[src/rtl/puf_tune_ctrl.sv]
// Successive-approximation calibration controller for an arbiter PUF.
// For each candidate tune level it lets the delay line settle, fires 2^S
// evaluations, counts the ones, and steps the level towards a 50% response rate.
module puf_tune_ctrl #(
    parameter int unsigned K        = 5,
    parameter int unsigned S        = 4,
    parameter int unsigned TOL      = 1,
    parameter int unsigned SETTLE   = 8,
    parameter int unsigned WAIT_MAX = 64
) (
    input  logic         i_clk,
    input  logic         i_rst,
    input  logic         i_start,
    input  logic         i_resp_valid,
    input  logic         i_resp_bit,
    output logic [K-1:0] o_tune_level,
    output logic         o_trig,
    output logic         o_busy,
    output logic         o_done,
    output logic         o_locked,
    output logic         o_err,
    output logic [S:0]   o_ones_count,
    output logic [2:0]   o_eval_count
);

    localparam int unsigned SAMPLES   = 1 << S;
    localparam int unsigned HALF      = 1 << (S - 1);
    localparam int unsigned TOL_LO    = (HALF > TOL) ? (HALF - TOL) : 0;
    localparam int unsigned TOL_HI    = HALF + TOL;
    localparam int unsigned LVL_INIT  = 1 << (K - 1);
    localparam int unsigned STEP_INIT = 1 << (K - 2);
    localparam int unsigned LVL_MAX   = (1 << K) - 1;
    localparam int unsigned CNT_MAX   = (SETTLE > WAIT_MAX) ? SETTLE : WAIT_MAX;
    localparam int unsigned CNT_W     = $clog2(CNT_MAX + 1);

    typedef enum logic [2:0] {
        ST_IDLE,
        ST_SETTLE,
        ST_TRIG,
        ST_WAIT,
        ST_EVAL,
        ST_DONE
    } state_t;

    state_t           r_state;
    logic [K-1:0]     r_tune_level;
    logic [K-1:0]     r_step;
    logic [S:0]       r_acc;
    logic [S:0]       r_samples;
    logic [CNT_W-1:0] r_cnt;
    logic             r_trig;
    logic             r_busy;
    logic             r_done;
    logic             r_locked;
    logic             r_err;
    logic [S:0]       r_ones_count;
    logic [2:0]       r_eval_count;

    logic [K:0]       w_sum;
    logic [K-1:0]     w_lvl_up;
    logic [K-1:0]     w_lvl_dn;
    logic [S:0]       w_acc_next;
    logic [S:0]       w_samples_next;
    logic             w_in_tol;
    logic             w_above;

    // Saturating level arithmetic, sample accumulation and tolerance window
    always_comb begin
        w_sum          = {1'b0, r_tune_level} + {1'b0, r_step};
        w_lvl_up       = w_sum[K] ? K'(LVL_MAX) : w_sum[K-1:0];
        w_lvl_dn       = (r_step > r_tune_level) ? '0 : (r_tune_level - r_step);
        w_acc_next     = r_acc + (S+1)'(i_resp_bit);
        w_samples_next = r_samples + (S+1)'(1);
        w_in_tol       = (32'(r_acc) >= TOL_LO) && (32'(r_acc) <= TOL_HI);
        w_above        = 32'(r_acc) > TOL_HI;
    end

    // Calibration sequencer with registered outputs
    always_ff @(posedge i_clk) begin
        if (i_rst) begin
            r_state      <= ST_IDLE;
            r_tune_level <= K'(LVL_INIT);
            r_step       <= K'(STEP_INIT);
            r_acc        <= '0;
            r_samples    <= '0;
            r_cnt        <= '0;
            r_trig       <= 1'b0;
            r_busy       <= 1'b0;
            r_done       <= 1'b0;
            r_locked     <= 1'b0;
            r_err        <= 1'b0;
            r_ones_count <= '0;
            r_eval_count <= '0;
        end else begin
            case (r_state)
                ST_IDLE: begin
                    if (i_start) begin
                        r_locked     <= 1'b0;
                        r_err        <= 1'b0;
                        r_ones_count <= '0;
                        r_eval_count <= '0;
                        r_tune_level <= K'(LVL_INIT);
                        r_step       <= K'(STEP_INIT);
                        r_busy       <= 1'b1;
                        r_cnt        <= '0;
                        r_state      <= ST_SETTLE;
                    end
                end

                ST_SETTLE: begin
                    if (r_cnt == CNT_W'(SETTLE - 1)) begin
                        r_acc     <= '0;
                        r_samples <= '0;
                        r_trig    <= 1'b1;
                        r_state   <= ST_TRIG;
                    end else begin
                        r_cnt <= r_cnt + CNT_W'(1);
                    end
                end

                ST_TRIG: begin
                    r_trig  <= 1'b0;
                    r_cnt   <= CNT_W'(WAIT_MAX);
                    r_state <= ST_WAIT;
                end

                ST_WAIT: begin
                    if (i_resp_valid) begin
                        r_acc     <= w_acc_next;
                        r_samples <= w_samples_next;
                        if (w_samples_next == (S+1)'(SAMPLES)) begin
                            r_state <= ST_EVAL;
                        end else begin
                            r_trig  <= 1'b1;
                            r_state <= ST_TRIG;
                        end
                    end else if (r_cnt == CNT_W'(1)) begin
                        // No response within the window: give up, level untouched
                        r_err    <= 1'b1;
                        r_locked <= 1'b0;
                        r_done   <= 1'b1;
                        r_state  <= ST_DONE;
                    end else begin
                        r_cnt <= r_cnt - CNT_W'(1);
                    end
                end

                ST_EVAL: begin
                    r_ones_count <= r_acc;
                    r_eval_count <= r_eval_count + 3'(1);
                    if (w_in_tol) begin
                        r_locked <= 1'b1;
                        r_done   <= 1'b1;
                        r_state  <= ST_DONE;
                    end else if (r_step == '0) begin
                        r_locked <= 1'b0;
                        r_done   <= 1'b1;
                        r_state  <= ST_DONE;
                    end else begin
                        // Too many ones means the top path is too fast: add delay
                        r_tune_level <= w_above ? w_lvl_up : w_lvl_dn;
                        r_step       <= r_step >> 1;
                        r_cnt        <= '0;
                        r_state      <= ST_SETTLE;
                    end
                end

                ST_DONE: begin
                    r_done  <= 1'b0;
                    r_busy  <= 1'b0;
                    r_state <= ST_IDLE;
                end

                default: begin
                    r_state <= ST_IDLE;
                end
            endcase
        end
    end

    assign o_tune_level = r_tune_level;
    assign o_trig       = r_trig;
    assign o_busy       = r_busy;
    assign o_done       = r_done;
    assign o_locked     = r_locked;
    assign o_err        = r_err;
    assign o_ones_count = r_ones_count;
    assign o_eval_count = r_eval_count;

endmodule

[config.mk]
export PLATFORM = sky130hd
export DESIGN_NAME = puf_tune_ctrl
export DESIGN_NICKNAME = d
export VERILOG_FILES = /design/src/rtl/puf_tune_ctrl.sv
export SDC_FILE = /design/constraint.sdc
export NUM_CORES = 1
export LEC_CHECK = 0
export CORE_UTILIZATION = 40
export CTS_BUF_LIST = sky130_fd_sc_hd__clkbuf_8
export DETAILED_ROUTE_END_ITERATION = 10
export HOLD_SLACK_MARGIN = 0.08
export PLACE_DENSITY_LB_ADDON = 0.08
export SYNTH_ARGS = -nofsm -noshare
export SYNTH_HDL_FRONTEND = slang
export SYNTH_SLANG_ARGS = --single-unit
export TNS_END_PERCENT = 20
[constraint.sdc]
create_clock -name i_clk -period 2.22 [get_ports i_clk]
set_input_delay 0.222 -clock i_clk [delete_from_list [all_inputs] [get_ports i_clk]]
set_output_delay 0.222 -clock i_clk [all_outputs]
set_load 0.1 [all_outputs]
==> flow_summary_export.csv, run 1 <==
group,metric,value,unit
die,rows,29,
sta,finalSetupViolCount,0,
synth,synth_top_area_share,32.3,%
sta,grt_setup_unrepaired,"true",
global_route,grt_antenna_before_repair,0,
drt,drc,0,
synth,synth_top_area_cell,"dfxtp_1",
setup_path,cp-end-kind,"flip-flop",
setup_path,worst_path_max_delay_cell,"nor3b_1",
layout,antennaDiodeCount,0,
synth,syn_area,2600,um2
setup_path,critPathBufInv,1,
clocking,clk_pin_slew,90,ps
die,die_w,82.6,um
placed_design,place_ws,131,ps
setup_path,required,2450,ps
drt,vias,2389,
synth,synth_most_common_cell,"dfxtp_1",
die,pin_count,23,
synth,ys_ff_latch,42,
sta,clock_skew,8.05,ps
global_route,grt_overflow,0,
clocking,clk_path_buf_depth,2,
pwr,vdd_drop_max,0.265,mV
global_route,grt_pass1_vias,2135,
sta,slew_headroom,61.9,%
die,fp.dieH,82.6,um
clocking,clock_latency,300,ps
synth,synthAdderAreaFrac,8.76,%
setup_path,crit_chain,"inv_1, ha_1, nor3b_1, o31a_1, o211ai_1, a221o_1, a21oi_1",
placed_design,io_buffers,22,
die,coreArea,6310,um2
placed_design,finalWeightedCongestion,0.814,
sta,holdWs,485,ps
setup_path,cp_data_arrival_time,2320,ps
pwr,p_leak,1.24,nW
sta,slew_viol_final,0,
drt,wl,6210,um
drt,wl_met2,2760,um
setup_path,cpPeakStageDelay,430,ps
setup_path,worst-path-max-fanout,5,
clocking,h-tree-depth,2,
layout,syn_to_final_growth,17.4,%
layout,fin_nets,361,
sta,setup_ws,129,ps
placed_design,dp_hpwl,4530,um
synth,synth_compound_area_share,23.2,%
drt,drtAntennaViolNets,0,
clocking,cts_hold_buf,0,
die,die-area,6830,um2
synth,synth-simple-area-share,28.0,%
clocking,cts_sinks,42,
drt,met1_length,3040,um
drt,dr.pass1.iters,4,
sta,worst_pin_slew,571,ps
synth,synth.net_count,337,
setup_path,startpoint_type,"flip-flop",
die,initial_core_util,41.2,%
synth,ys.warnings.count,0,
pwr,power_density,536,nW/um2
synth,synthMuxAreaShare,0.770,%
synth,synthXorXnorAreaFrac,2.36,%
synth,ys_types,67,
drt,drt_iter0_drc,159,
setup_path,crit_type,"flip-flop to flip-flop",
synth,synth_top_family_by_area,"simple AND/OR/NAND/NOR gates",
clocking,cts_tree,"yes",
sta,hold_viol,0,
global_route,grt_pass1_wl,10100,um
clocking,cts_buffers,5,
setup_path,crit_family,"compound AO/OA/AOI/OAI gates",
drt,viasPerCell,5.73,
drt,wl_met3,340,um
layout,fin_util,48.3,%
synth,syn_inst,315,
run,cap_violations,0,
synth,async_flop_share,0,%
synth,synth-main-ff-cell,"dfxtp_1",
synth,avgSynthCellArea,8.25,um2
drt,top_layer,"met4",
sta,fmax,478,MHz
global_route,grt_max_degree,30,
synth,ys_top_cells_by_area,"dfxtp_1 32%, ha_1 7.2%, a21oi_1 4.8%",
sta,post-route-period-util,94.2,%
drt,wire_per_inst,14.9,um
worst_hold_path,hp-class,"flip-flop to flip-flop",
status,status,"completed",
global_route,grt.total_usage,19.4,%
synth,synth_edf_count,0,
layout,drive_gt1_share,15.9,%
synth,yosys-top-cells-count,"42 x dfxtp_1, 30 x nor2_1, 25 x a21oi_1, 25 x nand2_1, 16 x nand3_1",
clocking,root_buffer,"clkbuf_8",
sta,fin_crit,2090,ps
synth,yosysSeqAreaShare,32.3,%
state kept, by name, indices dropped and copies added, names as in the netlist:
signal,cells
o_busy,1
o_locked,1
o_ones_count,5
r_samples,5
r_step,4
o_done,1
o_eval_count,3
r_state,3
o_tune_level,5
r_cnt,7
r_acc,5
o_err,1
o_trig,1
worst reg2reg max path: stages (launching register included):
cell and delay, ps:
dfxtp_1 390, inv_1 60, ha_1 340, nor3b_1 430
o31a_1 220, o211ai_1 110, a221o_1 370, a21oi_1 110
placed cells by master, fill, tap and decap left out, drive strengths merged, types with 4 or more instances in the layout:
| cell | count |
|---|---|
| and2 | 5 |
| a21oi | 26 |
| nand2 | 26 |
| o21a | 5 |
| a22oi | 6 |
| o211ai | 5 |
| xor2 | 6 |
| nand3 | 16 |
| nor2 | 30 |
| a311oi | 5 |
| inv | 11 |
| clkdlybuf4s50 | 4 |
| and3 | 4 |
| ha | 15 |
| or2 | 4 |
| buf | 32 |
| nand4 | 10 |
| nor3 | 5 |
| clkbuf | 6 |
| nand2b | 4 |
| o21ai | 9 |
| nor4 | 5 |
| dfxtp | 42 |
stage by stage:
step / TNS [ps] / cell area, um2 / total power [mW] / std cells
final: 0 / 3050 / 1.63 / 417
after detailed placement: 0 / 2900 / 0.894 / 409
after global placement: 0 / 2900 / 0.894 / 409
after global routing: -46.4 / 3050 / 1.69 / 417
after CTS: 0 / 3050 / 1.65 / 417
after floorplan: -106 / 2610 / 0.856 / 315
routing by layer:
| layer | global-route usage (%) | vias up |
|---|---|---|
| met5 | 0 | - |
| met2 | 30.6 | 45 |
| met3 | 3.63 | 6 |
| met4 | 6.03 | 0 |
| li1 | - | 1217 |
| met1 | 26.7 | 1121 |
cell type report:
cell class / count / area, um2
repair buffers: 36 / 280
multi-input cells: 243 / 1650
flip-flops and latches: 42 / 846
clock buffers: 6 / 82.6
inverters: 11 / 41.3
well taps: 77 / 96.3
clock inverters: 2 / 60.1
fillers: 642 / 3260
cell families after synthesis:
group / count (synthesis)
simple gates: 132
compound gates: 85
flops: 42
buf+inv: 30
fa+ha+maj: 17
xor+xnor: 7
mux: 2
path summary, 6_finish.rpt:
path              cells after the start  slack [ps]              end       from
setup / recovery                      7         130  o_tune_level[0]  r_step[2]
hold / removal                        2         490           o_busy     o_busy
setup reg to reg                      7         130  o_tune_level[0]  r_step[2]
hold reg to reg                       2         490           o_busy     o_busy
what timing repair did:
action                     CTS  global route
setup endpoints to repair    0             2
gates resized for setup      0             1
buffers inserted             0             0
power by group:
group	internal [mW]	leakage (nW)	switching (mW)	total, mW
clock	0.480	0.0714	0.277	0.757
combinational	0.0370	0.830	0.0754	0.112
sequential	0.757	0.341	0.00730	0.765
total	1.27	1.24	0.360	1.63
(Power assumes the default switching activity.)
==> run 2: changes to the inputs <==
--- a/config.mk
+++ b/config.mk
@@ -13,4 +13,4 @@
 export SYNTH_ARGS = -nofsm -noshare
 export SYNTH_HDL_FRONTEND = slang
 export SYNTH_SLANG_ARGS = --single-unit
-export TNS_END_PERCENT = 20
+export TNS_END_PERCENT = 30
==> results of run 2 <==
Same layout as run 1: the final DEF is identical, and so are final timing and power.
